### config.mk
export PLATFORM = sky130hd
export DESIGN_NAME = pipeline_controller
export DESIGN_NICKNAME = d
export VERILOG_FILES = /design/src/rtl/pipeline_controller.sv
export SDC_FILE = /design/constraint.sdc
export NUM_CORES = 1
export LEC_CHECK = 0
export BUFFER_PORTS_ARGS = -buffer_cell sky130_fd_sc_hd__buf_2
export CORE_ASPECT_RATIO = 0.5
export CORE_UTILIZATION = 43
export DETAILED_ROUTE_END_ITERATION = 6
export MAX_ROUTING_LAYER = met4
export PLACE_DENSITY = 0.73
export SLEW_MARGIN = 0
export SYNTH_ARGS = -nofsm -noshare
export SYNTH_HDL_FRONTEND = slang
export SYNTH_SLANG_ARGS = --single-unit
### constraint.sdc
create_clock -name clk -period 9.7 [get_ports clk]
set_input_delay 2.91 -clock clk [delete_from_list [all_inputs] [get_ports clk]]
set_output_delay 2.91 -clock clk [all_outputs]
set_load 0.02 [all_outputs]
### src/rtl/pipeline_controller.sv
// Central sequencer for the 5-stage cpu: stage enables, NOP-flush strobes,
// start/halt/drain FSM, load-use stall insertion and saturating perf counters.
module pipeline_controller #(
  parameter int CNT_W = 32
) (
  input  logic             clk,
  input  logic             arst_n,
  input  logic             enable,
  input  logic [4:0]       rs_ID,
  input  logic [4:0]       rt_ID,
  input  logic             uses_rt_ID,
  input  logic             halt_ID,
  input  logic             mem_read_EX,
  input  logic [4:0]       regfile_waddr_EX,
  input  logic             branch_MEM,
  input  logic             zero_flag_MEM,
  input  logic             jump_MEM,
  output logic [4:0]       pipeline_en,
  output logic             flush_IF_ID,
  output logic             flush_ID_EX,
  output logic             flush_EX_MEM,
  output logic             running,
  output logic [CNT_W-1:0] cycle_count,
  output logic [CNT_W-1:0] stall_count,
  output logic [CNT_W-1:0] flush_count
);

  typedef enum logic [1:0] {IDLE, RUN, DRAIN, DONE} state_t;

  localparam logic [4:0] EN_ALL   = 5'b11111;
  localparam logic [4:0] EN_STALL = 5'b11100;

  state_t     state, state_nxt;
  logic [1:0] drain_cnt, drain_cnt_nxt;
  logic       take, load_use;
  logic       inc_cycle, inc_stall, inc_flush, clr_cnt;

  function automatic logic [CNT_W-1:0] sat_inc(input logic [CNT_W-1:0] v);
    return (&v) ? v : v + {{(CNT_W-1){1'b0}}, 1'b1};
  endfunction

  assign take     = jump_MEM | (branch_MEM & zero_flag_MEM);
  assign load_use = mem_read_EX && (regfile_waddr_EX != 5'd0) &&
                    ((regfile_waddr_EX == rs_ID) ||
                     (uses_rt_ID && (regfile_waddr_EX == rt_ID)));
  assign running  = (state == RUN) || (state == DRAIN);

  always_comb begin
    state_nxt     = state;
    drain_cnt_nxt = drain_cnt;
    pipeline_en   = 5'b00000;
    flush_IF_ID   = 1'b0;
    flush_ID_EX   = 1'b0;
    flush_EX_MEM  = 1'b0;
    inc_cycle     = 1'b0;
    inc_stall     = 1'b0;
    inc_flush     = 1'b0;
    clr_cnt       = 1'b0;
    case (state)
      IDLE: begin
        if (enable) begin
          state_nxt = RUN;
          clr_cnt   = 1'b1;
        end
      end
      RUN: begin
        if (enable) begin
          inc_cycle = 1'b1;
          if (take) begin
            // Everything younger than MEM is wrong-path, so halt/load-use are moot.
            pipeline_en  = EN_ALL;
            flush_IF_ID  = 1'b1;
            flush_ID_EX  = 1'b1;
            flush_EX_MEM = 1'b1;
            inc_flush    = 1'b1;
          end else if (load_use) begin
            pipeline_en = EN_STALL;
            flush_ID_EX = 1'b1;
            inc_stall   = 1'b1;
          end else if (halt_ID) begin
            pipeline_en   = EN_STALL;
            flush_ID_EX   = 1'b1;
            state_nxt     = DRAIN;
            drain_cnt_nxt = 2'd3;
          end else begin
            pipeline_en = EN_ALL;
          end
        end
      end
      DRAIN: begin
        if (enable) begin
          inc_cycle = 1'b1;
          if (take) begin
            // The halt sitting in IF/ID is wrong-path too; flush it with the rest.
            pipeline_en   = EN_ALL;
            flush_IF_ID   = 1'b1;
            flush_ID_EX   = 1'b1;
            flush_EX_MEM  = 1'b1;
            inc_flush     = 1'b1;
            state_nxt     = RUN;
            drain_cnt_nxt = 2'd0;
          end else begin
            pipeline_en   = EN_STALL;
            flush_ID_EX   = 1'b1;
            drain_cnt_nxt = drain_cnt - 2'd1;
            if (drain_cnt == 2'd1) state_nxt = DONE;
          end
        end
      end
      DONE: begin
        if (!enable) state_nxt = IDLE;
      end
      default: state_nxt = IDLE;
    endcase
  end

  always_ff @(posedge clk or negedge arst_n) begin
    if (!arst_n) begin
      state       <= IDLE;
      drain_cnt   <= 2'd0;
      cycle_count <= '0;
      stall_count <= '0;
      flush_count <= '0;
    end else begin
      state     <= state_nxt;
      drain_cnt <= drain_cnt_nxt;
      if (clr_cnt) begin
        cycle_count <= '0;
        stall_count <= '0;
        flush_count <= '0;
      end else begin
        if (inc_cycle) cycle_count <= sat_inc(cycle_count);
        if (inc_stall) stall_count <= sat_inc(stall_count);
        if (inc_flush) flush_count <= sat_inc(flush_count);
      end
    end
  end

endmodule

# Word-level counts from Yosys, hierarchy flattened
# Cells that the tools add are included.
[word_totals]
reg_bits = 100
out_inout_bits = 105
[classes]
n_addsub = 4
n_eq_ne = 17
mux = 48
bitwise = 2
reduce_logical = 20
[ops]
columns = ["cell", "n"]
rows = [
  ["32-bit 2-to-1 mux", 9],
  ["32-bit by 1-bit adder with 32-bit output, second input constant", 3],
  ["32-bit AND reduction", 3],
  ["2-bit 2-to-1 mux", 19],
  ["2-bit != test, second input constant", 10],
  ["1-bit 2-to-1 mux", 14],
  ["5-bit equality test", 2],
  ["5-bit 2-to-1 mux", 2],
  ["5-bit case mux with 2 select lines", 1],
  ["2-bit case mux with 4 select lines", 1],
  ["8-bit AND reduction", 1],
  ["2-bit nonzero test", 4],
  ["2-bit AND reduction", 3],
  ["6-bit AND reduction", 1],
  ["5-bit nonzero test", 1],
  ["2-bit by 1-bit equality test with 1-bit output, second input constant", 2],
  ["2-bit equality test, second input constant", 2],
  ["2-bit case mux with 2 select lines", 1],
  ["1-bit logical AND", 3],
  ["3-bit by 2-bit != test with 1-bit output, second input constant", 1],
  ["2-bit zero test", 1],
  ["1-bit logical OR", 2],
  ["1-bit case mux with 2 select lines", 1],
  ["2-bit OR reduction", 1],
  ["other kinds (3)", 3],
]

# Depth between registers and ports, before layout
[logic_depth]
word_depth = 10
mapped_depth = 10
depth_no_buf = 8

# Least setup slack after synthesis
# Ideal clock, no wire load.
[synth_timing]
path_type = "input to output"
startpoint = "input regfile_waddr_EX[1]"
endpoint = "output pipeline_en[1]"
arrival_ns = 4.578
required_time_ns = 6.790
slack_ns = 2.212
path_stages = 6
cell_sequence = "or4_1 -> o21a_1 -> and2_1 -> o31a_1 -> nor2_1 -> buf_4"
[synth_via]
elab_chain_cells = 8
word_cells_on_any_way = 11
[synth_rtl]
columns = ["element", "line", "source"]
rows = [
  ["from (decl)", "14", "input logic [4:0] regfile_waddr_EX,"],
  ["5-bit equality test", "45", "(uses_rt_ID && (regfile_waddr_EX == rt_ID)));"],
  ["1-bit logical AND", "45", ""],
  ["1-bit logical OR", "44", "((regfile_waddr_EX == rs_ID) ||"],
  ["1-bit logical AND (*)", "43", "assign load_use = mem_read_EX && (regfile_waddr_EX != 5'd0) &&"],
  ["2-bit 2-to-1 mux (*)", "76", "end else if (load_use) begin"],
  ["2-bit 2-to-1 mux (*)", "69", "if (take) begin"],
  ["5-bit 2-to-1 mux (*)", "67", "if (enable) begin"],
  ["5-bit case mux with 2 select lines (*)", "59", "case (state)"],
  ["to (decl)", "18", "output logic [4:0] pipeline_en,"],
]
# Mark *: on every way between the ends. The rest lies on a longest branch, timed or not.

# Worst setup path in the final report
[layout_timing]
startpoint = "input regfile_waddr_EX[1]"
endpoint = "output pipeline_en[0]"
# Same word-level chain as after synthesis.

==> impl_metrics.toml <==
[run_status]
run_status = "finished clean"

[clock_tree]
ctsRootBufferMaster = "clkbuf_16"
post_cts_buffers = 0
clock_tree.htree_level_count = 3
cts-buffers-inserted = 9
hold_buffer_count_at_cts = 0
cts.repair.resized = 0
clock_sinks = 100
clkTransAtPathRegs_ns = 0.07
clock_latency_ns = 0.34
tritoncts = "done"
cts_max_path_buffers = 2

[final_layout]
syn2layout_area_growth_pct = 18.1
final_nets = 778
multi_input_area_um2 = 2980
drive_above_1_share = 0.214
area.sequential_um2 = 2500
stdcell_area_um2 = 6690
final.fill_count = 1170
num_antenna_cells = 0

[logic_synthesis]
synthesis.area_per_instance_um2 = 8.92
multiplexer_share_of_the_synthesized_area = 0.00353
async_reset_ff_frac = 1.00
post_synth_and_or_nand_nor_area_fraction = 0.295
syn_inst = 635
synth.ff_latch_count = 100
syn-num-nets = 667
synth.lib_cells_used.distinct = 51
post_synth_fa_ha_maj_area_fraction = 0.0177
synthesis.yosys.warnings = 0
synth-xor-area-share = 0.0927
yosysSeqAreaShare = 0.442
synth-compound-area-share = 0.117
synth_top_family_by_area = "simple AND/OR/NAND/NOR gates"
predominant_post_synthesis_flop_cell = "dfrtp_1"
synth_enable_flop_cells = 0
synth.cell_area_um2 = 5670

[critical_path]
crit_path_start_kind = "input pin"
timing.critical_path.arrival_ns = 4.57
setup.worst_path.end_class = "output port"
critPathRequiredTime_ns = 6.79
critical_path.max_fanout = 8
r2r.worst_path.cells = 7
critPathKind = "input pin to output port"

[routing]
via_count = 5207
detailedRoute.firstPassIterationCount = 5
initialDrtViolationCount = 426
vias_per_cell = 5.65
totalWireLength_mm = 13.8
route.detailed.drc = 0
route.detailed.wl_per_inst_um = 15.0
ant_nets = 0

[pwr]
power.total_mw = 1.05
power-per-cell-area_nw_per_um2 = 157
leakage_nw = 3.10
max-vdd-ir-drop_v = 0.0000853

[job]
max_cap_viol_count = 0

[sta]
timing.slew.headroom = 0.341
total_count_of_max_transition_violations_in_the_final_report = 0
fin_tns_setup_ns = 0
report.final.setup_viol = 0
minimum_clock_period_ns = 7.48
worst_clock_skew_ns = 0.00843
grt_setup_unrepaired = "false"
timing_hold_violations_final = 0
worst_pin_slew_ns = 0.982
final_clock_period_utilization_by_the_worst_path = 0.772
max_clock_freq_mhz = 134

[placed_design]
portbufs = 128
globalplace.congestion = 0.866
dp_hpwl_mm = 9.54
detailed_place.area_um2 = 6420

[die]
count_of_pins_on_the_block_boundary = 129
floorplan.die_area_um2 = 13700
die-height_um = 83.2
placementRows = 29
die_width_um = 164
initial_standard_cell_utilization_of_the_core = 0.444
placeableCoreArea_um2 = 12800

[min_path]
min-delay-path-class = "flip-flop to flip-flop"
worstHoldPathCells = 1

[global_route]
grt_pass1_wl_mm = 23.3
number_of_global_route_vias_before_repair = 4830
track_usage = 0.216
antenna_found_initial = 0
global_route.overflow_total = 0
maximum_number_of_pins_on_one_net_before_global_route_repair = 66
routing by layer:
metal  vias up  track usage  part of all wire
met5         -            -                 0
met4         0       0.0446            0.0069
met3         9       0.0405             0.054
met2       144        0.333              0.48
met1      2529        0.295              0.46
li1       2525            -                 -
cell usage after synthesis, types with 2 or more instances:
master,count,area share
nor4_2,2,0.0044
nor2_1,72,0.048
or3_2,4,0.0053
nor3_1,13,0.011
o21ai_0,27,0.024
mux2i_1,2,0.0035
nand3_1,38,0.034
a21oi_1,44,0.039
nand3b_1,2,0.0026
xnor2_1,27,0.042
and3_1,16,0.018
ha_1,8,0.018
nor4b_1,2,0.0031
dfrtp_1,100,0.44
nand2_1,50,0.033
or2_2,2,0.0022
and2_1,6,0.0066
a31oi_1,5,0.0055
inv_1,12,0.0079
a41o_1,2,0.0035
nor2b_1,2,0.0022
or4_1,17,0.023
a311oi_1,3,0.0046
nand2b_1,2,0.0022
xor2_1,33,0.051
clkbuf_1,26,0.017
nor3b_1,3,0.0040
nand4_1,40,0.044
o211ai_1,4,0.0053
or3_1,22,0.024
o31ai_1,13,0.017
buf_2,2,0.0018
and4_1,5,0.0077
buf_4,4,0.0053
nor4_1,7,0.0077
nand4b_1,2,0.0031
a21o_1,2,0.0026
critical path, stage by stage:
cell and delay (ns):
buf_2 0.12, or4_1 0.53, o21a_1 0.27, and2_1 0.19, o31a_1 0.23, nor2_1 0.12
buf_2 0.19
where the power goes:
part           internal, mW  switching (mW)  leakage (nW)
sequential            0.437          0.0233          1.38
combinational        0.0779           0.171          1.59
clock                 0.177           0.164         0.130
path summary, 6_finish.rpt:
check	startpoint	to	slack, ns
max	regfile_waddr_EX[1]	pipeline_en[0]	2.22
min	drain_cnt[0]	drain_cnt[0]	0.54
max reg2reg	state[0]	flush_count[24]	6.82
min reg2reg	drain_cnt[0]	drain_cnt[0]	0.54
max in group asynchronous	arst_n	stall_count[11]	5.97
min in group asynchronous	arst_n	flush_count[13]	2.52
area by class of cell:
| type | count | share of cell area |
|---|---|---|
| timing repair buffer | 132 | 0.101 |
| sequential | 100 | 0.374 |
| clock inverter | 6 | 0.00692 |
| inverter | 12 | 0.00673 |
| clock buffer | 10 | 0.0342 |
| multi-input combinational | 491 | 0.446 |
| tap | 170 | 0.0318 |
registers in the layout, indices dropped and copies added, names as in the netlist:
name and count:
cycle_count 32, flush_count 32, stall_count 32, drain_cnt 2
state 2
kinds of logic after synthesis:
logic type | Yosys count
multiplexers | 2
adder cells (fa/ha/maj) | 8
flip-flops | 100
AO/OA/AOI/OAI | 109
buffers and inverters | 44
AND/OR/NAND/NOR | 312
XOR/XNOR | 60
stage by stage:
stage	setup slack (ns)	utilization	hold slack [ns]	instances
global route	2.13	0.524	0.565	921
finish	2.22	0.524	0.541	921
detailed placement	2.23	0.502	0.526	905
global placement	2.29	0.502	0.515	905
CTS	2.22	0.524	0.538	921
floorplan	2.21	-	0.492	635
placed cells by master, fill, tap and decap left out, drive strengths merged, types with 33 or more instances in the layout:
| cell | n |
|---|---|
| dfrtp | 100 |
| nand4 | 41 |
| xor2 | 33 |
| buf | 132 |
| nand3 | 38 |
| nand2 | 50 |
| a21oi | 44 |
| nor2 | 72 |
(Power assumes the default switching activity.)
